===== config.mk =====
export PLATFORM = sky130hd
export DESIGN_NAME = ltpi_data_channel_controller
export DESIGN_NICKNAME = d
export VERILOG_FILES = /design/src/rtl/ltpi_data_channel_controller.sv
export SDC_FILE = /design/constraint.sdc
export NUM_CORES = 1
export LEC_CHECK = 0
export ABC_AREA = 1
export CORE_MARGIN = 5
export CORE_UTILIZATION = 40
export DETAILED_ROUTE_END_ITERATION = 16
export GPL_TIMING_DRIVEN = 0
export PLACE_DENSITY = 0.82
export SLEW_MARGIN = 20
export SYNTH_ARGS = -nofsm -noshare
export SYNTH_HDL_FRONTEND = slang
export SYNTH_SLANG_ARGS = --single-unit

===== constraint.sdc =====
create_clock -name clk -period 24.9 [get_ports clk]
set_input_delay 3.735 -clock clk [delete_from_list [all_inputs] [get_ports clk]]
set_output_delay 3.735 -clock clk [all_outputs]
set_load 0.02 [all_outputs]

===== src/rtl/ltpi_data_channel_controller.sv =====
// LTPI data-channel controller: arbitrates local requesters onto a single
// data channel, keeps one transaction outstanding, retags requests, and
// returns exactly one completion (real or synthesized) to the owner.

package ltpi_dc_pkg;
  localparam int TIMER_1MS_60MHZ = 60000;

  typedef enum logic [7:0] {
    READ_REQ   = 8'h00,
    WRITE_REQ  = 8'h01,
    READ_COMP  = 8'h02,
    WRITE_COMP = 8'h03,
    CRC_ERROR  = 8'h04
  } dc_command_e;

  typedef struct packed {
    dc_command_e command;
    logic [7:0]  tag;
    logic [31:0] address;
    logic [3:0]  byte_en;
    logic [31:0] data;
    logic        operation_status;
  } Data_channel_payload_t;
endpackage

module ltpi_data_channel_controller
  import ltpi_dc_pkg::*;
#(
  parameter int NUM_REQ        = 2,
  parameter int TIMEOUT_CYCLES = 10 * TIMER_1MS_60MHZ
) (
  input  logic                                clk,
  input  logic                                reset,
  input  logic                                data_channel_rst,
  input  logic                                link_operational,
  input  logic [NUM_REQ-1:0]                  rq_valid,
  input  Data_channel_payload_t [NUM_REQ-1:0] rq_payload,
  output logic [NUM_REQ-1:0]                  rq_ready,
  output Data_channel_payload_t               tx_payload,
  output logic                                tx_valid,
  input  logic                                tx_ack,
  input  Data_channel_payload_t               rx_payload,
  input  logic                                rx_valid,
  output Data_channel_payload_t               cpl_payload,
  output logic [NUM_REQ-1:0]                  cpl_valid,
  input  logic [NUM_REQ-1:0]                  cpl_ready,
  output logic                                busy,
  output logic [15:0]                         timeout_cnt,
  output logic [15:0]                         stale_cnt
);

  localparam int IDX_W = (NUM_REQ > 1) ? $clog2(NUM_REQ) : 1;

  typedef enum logic [1:0] {IDLE, SEND, WAIT, CPL} state_e;

  state_e                state, state_nx;
  logic                  rst_any;
  logic [IDX_W-1:0]      last_grant, owner, grant_idx;
  logic                  grant_any;
  logic [7:0]            tag_cnt, orig_tag;
  logic [31:0]           timer;
  Data_channel_payload_t sel_req, err_cpl;
  dc_command_e           exp_cmd;
  logic                  accept, bad_cmd, in_flight, abort, rsp_match, timed_out;

  // Both resets have identical effect, so they share one asynchronous edge.
  assign rst_any = reset | data_channel_rst;

  // Round-robin search starting just after the last winner.
  always_comb begin
    // NOTE: every always_comb output gets a default first so no latch is inferred.
    grant_any = 1'b0;
    grant_idx = '0;
    for (int k = 0; k < NUM_REQ; k++) begin
      if (!grant_any && rq_valid[(int'(last_grant) + 1 + k) % NUM_REQ]) begin
        grant_any = 1'b1;
        grant_idx = IDX_W'((int'(last_grant) + 1 + k) % NUM_REQ);
      end
    end
  end

  assign sel_req   = rq_payload[grant_idx];
  assign bad_cmd   = (sel_req.command != READ_REQ) && (sel_req.command != WRITE_REQ);
  assign rq_ready  = (!rst_any && state == IDLE && link_operational && grant_any)
                     ? (NUM_REQ'(1) << grant_idx) : '0;
  assign accept    = |(rq_valid & rq_ready);
  assign in_flight = (state == SEND) || (state == WAIT);
  assign abort     = in_flight && !link_operational;
  assign tx_valid  = (state == SEND) && link_operational;
  assign exp_cmd   = (tx_payload.command == READ_REQ) ? READ_COMP : WRITE_COMP;
  assign rsp_match = (state == WAIT) && rx_valid && (rx_payload.tag == tx_payload.tag) &&
                     ((rx_payload.command == exp_cmd) || (rx_payload.command == CRC_ERROR));
  assign timed_out = in_flight && (timer == 32'(TIMEOUT_CYCLES - 1));
  assign cpl_valid = (state == CPL) ? (NUM_REQ'(1) << owner) : '0;
  assign busy      = (state != IDLE);

  // Error completion used for timeouts and link-loss aborts.
  always_comb begin
    err_cpl                  = '0;
    err_cpl.command          = exp_cmd;
    err_cpl.tag              = orig_tag;
    err_cpl.address          = tx_payload.address;
    err_cpl.byte_en          = tx_payload.byte_en;
    err_cpl.operation_status = 1'b1;
  end

  // Next-state selection; link loss beats everything, a match beats a timeout.
  always_comb begin
    state_nx = state;
    unique case (state)
      IDLE: if (accept) state_nx = bad_cmd ? CPL : SEND;
      SEND: if (abort) state_nx = CPL;
            else if (tx_ack) state_nx = WAIT;
            else if (timed_out) state_nx = CPL;
      WAIT: if (abort || rsp_match || timed_out) state_nx = CPL;
      CPL:  if (cpl_ready[owner]) state_nx = IDLE;
      default: state_nx = IDLE;
    endcase
  end

  // State register.
  always_ff @(posedge clk or posedge rst_any) begin
    // NOTE: sequential state uses non-blocking assignments so all flops update together.
    if (rst_any) state <= IDLE;
    else         state <= state_nx;
  end

  // Transaction datapath, timer and statistics counters.
  always_ff @(posedge clk or posedge rst_any) begin
    if (rst_any) begin
      tx_payload  <= '0;
      cpl_payload <= '0;
      owner       <= '0;
      last_grant  <= IDX_W'(NUM_REQ - 1);
      tag_cnt     <= '0;
      orig_tag    <= '0;
      timer       <= '0;
      timeout_cnt <= '0;
      stale_cnt   <= '0;
    end else begin
      if (state == IDLE && accept) begin
        tx_payload     <= sel_req;
        tx_payload.tag <= tag_cnt;
        orig_tag       <= sel_req.tag;
        owner          <= grant_idx;
        last_grant     <= grant_idx;
        tag_cnt        <= tag_cnt + 8'd1;
        timer          <= '0;
        if (bad_cmd) begin
          cpl_payload                  <= '0;
          cpl_payload.command          <= CRC_ERROR;
          cpl_payload.tag              <= sel_req.tag;
          cpl_payload.address          <= sel_req.address;
          cpl_payload.byte_en          <= sel_req.byte_en;
          cpl_payload.operation_status <= 1'b1;
        end
      end else if (in_flight) begin
        if (abort) begin
          cpl_payload <= err_cpl;
        end else if (state == SEND && tx_ack) begin
          timer <= '0;
        end else if (rsp_match) begin
          cpl_payload     <= rx_payload;
          cpl_payload.tag <= orig_tag;
        end else if (timed_out) begin
          cpl_payload <= err_cpl;
          if (timeout_cnt != 16'hFFFF) timeout_cnt <= timeout_cnt + 16'd1;
        end else begin
          timer <= timer + 32'd1;
        end
      end

      // A response is consumed only by a match that is not being aborted.
      if (rx_valid && !(rsp_match && !abort) && stale_cnt != 16'hFFFF)
        stale_cnt <= stale_cnt + 16'd1;
    end
  end

endmodule


==> impl_metrics.yaml, run 1 <==
worst_setup_path:
  crit_fanout: 24
  cp.required_ns: 21.16
  critPathKind: "primary input to primary output"
  cpPeakStageDelay_ns: 0.66
  cp_slowest_cell: "clkdlybuf4s50_1"
  critPathCaptureType: "primary output"
  critPathLaunchType: "primary input"
  worstPathCellList: "clkdlybuf4s50_1 > nor2_4 > buf_12 > buf_16 > nand3_2 > inv_2 > buf_4 > nand2_1 > inv_2 > buf_2 > buf_2 > clkdlybuf4s50_1"
  worstPathArrival_ns: 6.98
timing:
  slew_viol_final: 0
  clock_skew_ns: 0.0122
  worst_pin_slew_ns: 0.785
  min_period_ns: 10.71
  rsz0062_at_grt: "false"
  fin_crit_sh_pct: 43.0
  max_slew_margin_pct: 47.7
  hold_violations: 0
  fmaxAchievable_ghz: 0.0933
  setup_violations: 0
global_route:
  grt-ovfl-total: 0
  grt_max_degree: 28
  grt_pass1_vias: 14555
  antenna_found_initial: 0
  grt_pass1_wl_um: 80300
  grt_usage_pct: 26.0
cells_and_area:
  layout-drive-gt1-share_pct: 9.32
  finalNetCount: 2666
  antennaDiodeCount: 0
  layoutNonFillerInstCount: 2868
  multi_input_area_mm2: 0.00614
  seq_area_mm2: 0.00636
  layout.cells.most_common: "nand2_1"
  final_cell_mix: "nand2_1 (707), clkdlybuf4s50_1 (472), dfrtp_1 (253), inv_1 (198), nand3_1 (127)"
  final.fill_count: 3078
  area_delta_synth_final_pct: 47.0
yosys:
  synth_nets: 2151
  synthFlopType: "dfrtp_1"
  ys_warn_count: 0
  synth_edf_count: 0
  ys_types: 37
  ys_async_sr_fraction_pct: 100
  syn_avg_cell_area_um2: 7.40
  ys_ff_latch: 254
  syn_inst: 1877
  ys_seq_area_share_pct: 45.8
  synth_area_mm2: 0.0139
power:
  power_density_mw_per_mm2: 101
  p_leak_nw: 9.72
  p_total_w: 0.00206
  ir_drop_mv: 0.0858
floorplanning:
  rows: 68
  dieArea_mm2: 0.0385
  initial_utilization_pct: 40.4
  die_x_um: 196
  core_area_mm2: 0.0344
  die_h_um: 196
  ios: 473
clock_tree:
  clockBufferDepth: 3
  clk_pin_slew_ns: 0.06
  cts_tree: "done"
  ctsResizeCount: 0
  clock_latency_ns: 0.55
  cts.sinks: 254
  cts-htree-levels: 1
  cts_setup_buffers: 0
  cts_hold_buffers: 0
  cts_buffers: 29
  cts-root-buf: "clkbuf_16"
routing:
  wl_um: 52000
  first_iter_violations: 859
  drtAntennaViolNets: 0
  detail_route.wl_per_cell_um: 18.1
  vias_per_cell: 5.01
  via_count: 14357
  dr.pass1.iters: 5
  drc_errors: 0
status:
  outcome: "finished clean"
placement:
  portBuffers: 472
  numPlacedInstances: 2816
  dp_hpwl_um: 41500
  gp_congestion: 0.967
flow_run:
  drv_cap: 0
min_path:
  hold_path.class: "register to register"
[state kept, by name, summed over array words and instances, names as in the netlist, 2 cells and up]
name         cells
cpl_payload     85
state            2
orig_tag         8
tx_payload      85
stale_cnt       16
tag_cnt          8
timeout_cnt     16
timer           32
[metal layers]
metal  global-route usage, %  vias to the layer above  routed length [um]
li1                        -                     6891                   -
met1                    31.3                     6761               20200
met2                    45.4                      584               25500
met3                    5.20                      121                3880
met4                    10.8                        0                2490
met5                       0                        -                   0
[cells in the mapped netlist (all sizes together), types with 6 or more instances]
cell type | n | area, um2
nor2 | 99 | 394
ha | 9 | 113
buf | 55 | 404
nand2 | 719 | 2730
xor2 | 43 | 377
nand4 | 26 | 163
dfrtp | 253 | 6330
nor4 | 6 | 37.5
o21ai | 195 | 1160
nor3 | 47 | 240
nand3 | 132 | 686
xnor2 | 14 | 123
inv | 236 | 886
clkbuf | 24 | 90.1
[critical path, delay by kind of cell]
kind / cells / cell delay, ns
AND/OR/NAND/NOR: 3 / 0.48
buffers and inverters: 9 / 2.72
[final timing paths]
path / to / startpoint / slack [ns] / cells after the start
max: rq_ready[0] / data_channel_rst / 14.19 / 12
min: cpl_payload[80] / cpl_payload[80] / 0.47 / 2
max reg2reg: timer[9] / state[0] / 21.95 / 11
min reg2reg: cpl_payload[80] / cpl_payload[80] / 0.47 / 2
max in group asynchronous: cpl_payload[23] / data_channel_rst / 20.34 / 7
min in group asynchronous: state[1] / reset / 3.59 / 3
[power by group]
part	internal [W]	total (W)	leakage (nW)	switching, W
registers	0.000548	0.000642	3.31	0.0000948
logic	0.000416	0.00100	5.94	0.000584
clock network	0.000248	0.000421	0.474	0.000173
total	0.00121	0.00206	9.72	0.000852
[final cells by class]
type,count,area share (%)
Buffer,79,2.42
Clock buffer,38,3.97
Clock inverter,14,0.625
Inverter,238,4.38
Multi-Input combinational cell,1306,30.1
Sequential cell,254,31.2
Tap cell,455,2.79
Timing Repair Buffer,484,24.6
[cell families after synthesis]
group | synth area share [%]
simple gates | 31.1
compound gates | 8.69
xor+xnor | 3.60
flops | 45.8
buf+inv | 10.0
fa+ha+maj | 0.811
[per-stage QoR]
stage / TNS (ns) / util (%) / instance area, um2 / hold WS [ns] / setup slack (ns)
floorplan: 0 / - / 13900 / 0.448 / 3.54
global placement: -262.71 / 55.8 / 19200 / 0.455 / -4.69
detailed placement: 0 / 56.6 / 19500 / 0.457 / 14.16
CTS: 0 / 59.4 / 20400 / 0.474 / 14.14
global route: 0 / 59.4 / 20400 / 0.495 / 14.02
finish: 0 / 59.4 / 20400 / 0.472 / 14.19
Note: power is estimated with default switching activity, not from simulation.
==> run 2, diff against run 1 <==
--- a/config.mk
+++ b/config.mk
@@ -10,7 +10,7 @@
 export CORE_UTILIZATION = 40
 export DETAILED_ROUTE_END_ITERATION = 16
 export GPL_TIMING_DRIVEN = 0
-export PLACE_DENSITY = 0.82
+export PLACE_DENSITY = 0.85
 export SLEW_MARGIN = 20
 export SYNTH_ARGS = -nofsm -noshare
 export SYNTH_HDL_FRONTEND = slang
==> constraint.sdc (replaced) <==
create_clock -name clk -period 9.8 [get_ports clk]
set_input_delay 1.47 -clock clk [delete_from_list [all_inputs] [get_ports clk]]
set_output_delay 1.47 -clock clk [all_outputs]
set_load 0.02 [all_outputs]
==> run 2 against run 1 <==
Routed wire length grew 4.2%. Non-clock buffer count unchanged. Cell area rose by 0.27%. Clock skew grew 0.0012 ns. Combinational power rose to 2.6 times the previous value. Worst hold slack improved by 0.0081 ns. Clock-buffer cell count increased by 5. Clock power grew to 2.7 times the previous value. Setup slack worse by 11 ns. Total power grew to 2.6 times the previous value. Final cell count hardly changed.
==> impl_metrics.yaml, run 2 (same netlist as run 1, synthesis figures left out) <==
worst_setup_path:
  critPathLaunchType: "primary input"
  cp.required_ns: 8.33
  critPathKind: "primary input to primary output"
  worstPathArrival_ns: 5.24
  critPathCaptureType: "primary output"
  crit_fanout: 22
floorplanning:
  die_h_um: 196
  die_x_um: 196
  rows: 68
  initial_utilization_pct: 40.4
  dieArea_mm2: 0.0385
  core_area_mm2: 0.0344
  ios: 473
clock_tree:
  cts_hold_buffers: 0
  cts_buffers: 30
  cts.sinks: 254
  cts_tree: "done"
  clock_latency_ns: 0.56
  ctsResizeCount: 0
  cts-htree-levels: 1
  cts_setup_buffers: 0
  cts-root-buf: "clkbuf_16"
  clockBufferDepth: 3
  clk_pin_slew_ns: 0.06
placement:
  dpl_cell_area_mm2: 0.0195
  portBuffers: 472
  pre_cts_slack_ns: 3.04
  dp_hpwl_um: 43000
  gp_congestion: 0.951
routing:
  wl_um: 54200
  detail_route.wl_per_cell_um: 18.9
  first_iter_violations: 898
  drc_errors: 0
  via_count: 14536
  drtAntennaViolNets: 0
  dr.pass1.iters: 8
  vias_per_cell: 5.06
timing:
  hold_violations: 0
  slew_viol_final: 0
  min_period_ns: 6.71
  fmaxAchievable_ghz: 0.149
  postLayoutSetupSlackWorst_ns: 3.09
  setup_violations: 0
  rsz0062_at_grt: "false"
  clock_skew_ns: 0.0134
  worst_pin_slew_ns: 0.743
  finalSetupTns_ns: 0
  fin_crit_sh_pct: 68.5
  max_slew_margin_pct: 50.4
min_path:
  hold_path.class: "register to register"
power:
  intPower_w: 0.00311
  swShare_pct: 41.6
  switchingPower_w: 0.00221
  seq_power_share_pct: 30.9
  p_leak_nw: 9.73
  ir_drop_mv: 0.144
  clkPwrFrac_pct: 21.0
  power_density_mw_per_mm2: 260
  p_comb_share_pct: 48.1
cells_and_area:
  area_delta_synth_final_pct: 47.4
  final_cell_area_mm2: 0.0205
  layout.cells.most_common: "nand2_1"
  multi_input_area_mm2: 0.00614
  final.fill_count: 3019
  final_cell_mix: "nand2_1 (707), clkdlybuf4s50_1 (472), dfrtp_1 (253), inv_1 (198), nand3_1 (127)"
  antennaDiodeCount: 0
  seq_area_mm2: 0.00636
  finalNetCount: 2667
  reg_top3: "cpl_payload x85, tx_payload x85, timer x32"
  layout-drive-gt1-share_pct: 9.28
global_route:
  grt_pass1_wl_um: 82700
  grt_pass1_vias: 14685
  grt_max_degree: 28
  antenna_found_initial: 0
  grt-ovfl-total: 0
  grt_usage_pct: 26.9
flow_run:
  drv_cap: 0
status:
  outcome: "finished clean"
-- run 2: worst paths after layout --
check                                 start         endpoint  slack (ns)  cells after the start
max in group asynchronous  data_channel_rst  cpl_payload[36]        7.28                      7
min reg2reg                 cpl_payload[29]  cpl_payload[29]        0.48                      2
min                         cpl_payload[29]  cpl_payload[29]        0.48                      2
min in group asynchronous             reset       tag_cnt[4]        1.23                      2
max reg2reg                        state[0]    tx_payload[4]        6.91                     13
max                        data_channel_rst      rq_ready[0]        3.09                     13
-- run 2: area by class of cell --
| class | count | share of cell area [%] |
|---|---|---|
| Tap cell | 455 | 2.78 |
| Buffer | 79 | 2.42 |
| Clock buffer | 43 | 4.20 |
| Inverter | 238 | 4.37 |
| Timing Repair Buffer | 484 | 24.5 |
| Sequential cell | 254 | 31.1 |
| Multi-Input combinational cell | 1306 | 30.0 |
| Clock inverter | 11 | 0.612 |
-- run 2: worst max-delay path: stages --
cell             delay, ns
clkdlybuf4s50_1       0.44
nor2_4                0.30
buf_12                0.23
buf_12                0.20
buf_16                0.19
nand3_2               0.24
inv_2                 0.25
buf_4                 0.23
nand2_1               0.08
inv_2                 0.20
buf_2                 0.35
buf_2                 0.35
clkdlybuf4s50_1       0.67
-- run 2: stage by stage --
| stage | std cells | hold WS, ns | power [W] | util [%] |
|---|---|---|---|---|
| finish | 2870 | 0.480 | 0.00532 | 59.5 |
| global route | 2870 | 0.493 | 0.00562 | 59.5 |
| CTS | 2870 | 0.481 | 0.00535 | 59.5 |
| detailed placement | 2816 | 0.466 | 0.00420 | 56.7 |
| global placement | 2804 | 0.458 | 0.00414 | 55.8 |
| floorplan | 1877 | 0.448 | 0.00301 | - |
-- run 2: power by group through the flow --
stage,Clock (W),Combinational [W],Sequential (W)
global route,0.00118,0.00276,0.00168
detailed placement,0,0.00255,0.00165
CTS,0.00114,0.00257,0.00164
finish,0.00112,0.00256,0.00164
floorplan,0,0.00106,0.00195
global placement,0,0.00250,0.00164
-- run 2: layer usage --
metal / share of wire [%] / GRT usage [%] / routed length [um]
met5: 0 / 0 / 0
met4: 4.1 / 9.44 / 2220
met3: 7.2 / 5.87 / 3910
met2: 50 / 47.9 / 26900
met1: 39 / 32.1 / 21200
==> run 3, diff against run 2 <==
--- a/config.mk
+++ b/config.mk
@@ -10,7 +10,7 @@
 export CORE_UTILIZATION = 40
 export DETAILED_ROUTE_END_ITERATION = 16
 export GPL_TIMING_DRIVEN = 0
-export PLACE_DENSITY = 0.85
+export PLACE_DENSITY = 0.82
 export SLEW_MARGIN = 20
 export SYNTH_ARGS = -nofsm -noshare
 export SYNTH_HDL_FRONTEND = slang
==> constraint.sdc (replaced) <==
create_clock -name clk -period 6.7 [get_ports clk]
set_input_delay 1.005 -clock clk [delete_from_list [all_inputs] [get_ports clk]]
set_output_delay 1.005 -clock clk [all_outputs]
set_load 0.02 [all_outputs]
==> run 3 against run 2 <==
Non-clock buffer count is the same. Clock skew fell by 0.0031 ns. Critical path depth decreased by 6. Setup slack worse by 1.9 ns. Final cell count barely moved. Cell area up 0.52%. Register-to-register slack worse by 3.3 ns. Combinational power increased by 47%. Critical endpoint is now rq_ready[1]. Largest cell class unchanged. Highest routed layer unchanged.
==> impl_metrics.yaml, run 3 (same netlist as run 1, synthesis figures left out) <==
status:
  outcome: "finished clean"
global_route:
  antenna_found_initial: 2
  grt_pass1_vias: 14810
  grt_pass1_wl_um: 84200
  grt_max_degree: 27
  met3_usage_pct: 4.89
  use_met2_pct: 48.7
  gr-max-usage-layer: "met2"
  grt_usage_pct: 27.5
  grt-ovfl-total: 0
  met1_usage_pct: 33.0
clock_tree:
  clk_pin_slew_ns: 0.06
  cts_hold_buffers: 0
  clockBufferDepth: 3
  cts-htree-levels: 1
  cts_setup_buffers: 0
  cts_buffers: 30
  ctsResizeCount: 0
  cts-root-buf: "clkbuf_16"
  cts_tree: "done"
  cts.sinks: 254
  clock_latency_ns: 0.55
worst_setup_path:
  cp.required_ns: 5.69
  worstPathCellList: "clkdlybuf4s50_1 > nor2_4 > buf_12 > nand3_2 > nor2_2 > clkbuf_1 > clkdlybuf4s50_1"
  cpPeakStageDelay_ns: 0.74
  crit_fanout: 20
  worstPathArrival_ns: 4.49
  critPathCaptureType: "primary output"
  worst-path-buf-inv: 4
  critPathKind: "primary input to primary output"
  crit_path_frequent_cell: "clkdlybuf4s50_1"
  cp_slowest_cell: "clkdlybuf4s50_1"
  cp_top_family: "buffers and inverters"
  critPathLaunchType: "primary input"
cells_and_area:
  seq_area_mm2: 0.00636
  reg_top3: "cpl_payload x85, tx_payload x85, timer x32"
  multi_input_area_mm2: 0.00618
  layout.cells.most_common: "nand2_1"
  final_core_util_pct: 59.8
  finalNetCount: 2667
  area_delta_synth_final_pct: 48.2
  final.fill_count: 3039
  layout-drive-gt1-share_pct: 9.81
  final_cell_mix: "nand2_1 (706), clkdlybuf4s50_1 (472), dfrtp_1 (253), inv_1 (198), nand3_1 (127)"
  layoutNonFillerInstCount: 2872
routing:
  wl_um: 54800
  dr.pass1.iters: 5
  via_count: 14464
  drc_errors: 0
  detail_route.wl_per_cell_um: 19.1
  vias_per_cell: 5.04
  drtAntennaViolNets: 0
  first_iter_violations: 786
floorplanning:
  die_h_um: 196
  die_x_um: 196
  ios: 473
  rows: 68
  dieArea_mm2: 0.0385
  initial_utilization_pct: 40.4
  core_area_mm2: 0.0344
placement:
  pre_cts_slack_ns: 1.19
  gp_congestion: 0.967
  portBuffers: 472
  numPlacedInstances: 2816
  dp_hpwl_um: 43600
power:
  p_leak_nw: 9.77
  power_density_mw_per_mm2: 381
  ir_drop_mv: 0.237
timing:
  fmaxAchievable_ghz: 0.182
  max_slew_margin_pct: 46.3
  clock_skew_ns: 0.0103
  hold_violations: 0
  postLayoutSetupSlackWorst_ns: 1.21
  worst_pin_slew_ns: 0.805
  setup_violations: 0
  fin_crit_sh_pct: 82.0
  slew_viol_final: 0
  rsz0062_at_grt: "false"
  min_period_ns: 5.49
flow_run:
  drv_cap: 0
min_path:
  hold_path.class: "register to register"
## run 3: worst paths after layout
check                                 startpoint  depth (start not counted)  slack, ns              end
worst min-delay path             cpl_payload[82]                          2       0.47  cpl_payload[82]
max in group asynchronous                  reset                          7       4.40  cpl_payload[30]
worst max register to register          state[0]                         11       3.57         timer[5]
worst min register to register   cpl_payload[82]                          2       0.47  cpl_payload[82]
min in group asynchronous       data_channel_rst                          2       0.95   tx_payload[74]
worst max-delay path                       reset                          7       1.21      rq_ready[1]
## run 3: stage by stage
step | TNS [ns] | total power (W) | hold slack [ns] | area (um2)
2_1_floorplan | -5.16 | 0.00442 | 0.448 | 14000
3_3_place_gp | -1451.34 | 0.00606 | 0.457 | 19200
3_5_place_dp | 0 | 0.00616 | 0.460 | 19500
4_1_cts | 0 | 0.00787 | 0.477 | 20600
5_1_grt | 0 | 0.00828 | 0.487 | 20600
6_report | 0 | 0.00784 | 0.472 | 20600
## run 3: area by class of cell
type,instances,share of cell area (%)
Timing Repair Buffer,484,24.4
Sequential cell,254,30.9
Antenna cell,1,0.0122
Buffer,79,2.55
Inverter,238,4.34
Clock buffer,46,4.48
Tap cell,455,2.77
Clock inverter,9,0.487
Multi-Input combinational cell,1306,30.0
## run 3: layer usage
metal | vias to the layer above | routed length, um
li1 | 6906 | -
met1 | 6855 | 21000
met2 | 579 | 27100
met3 | 124 | 4000
met4 | 0 | 2710
met5 | - | 0
## run 3: tightest hold or removal path, cell delays in order (launching register included)
cell     delay (ns)
dfrtp_1        0.34
nand2_1        0.07
inv_2          0.04
## run 3: power breakdown
| group | total (W) | internal (W) | switching (W) |
|---|---|---|---|
| registers | 0.00240 | 0.00204 | 0.000363 |
| clock network | 0.00168 | 0.00102 | 0.000664 |
| logic | 0.00376 | 0.00156 | 0.00220 |
| total | 0.00784 | 0.00461 | 0.00322 |
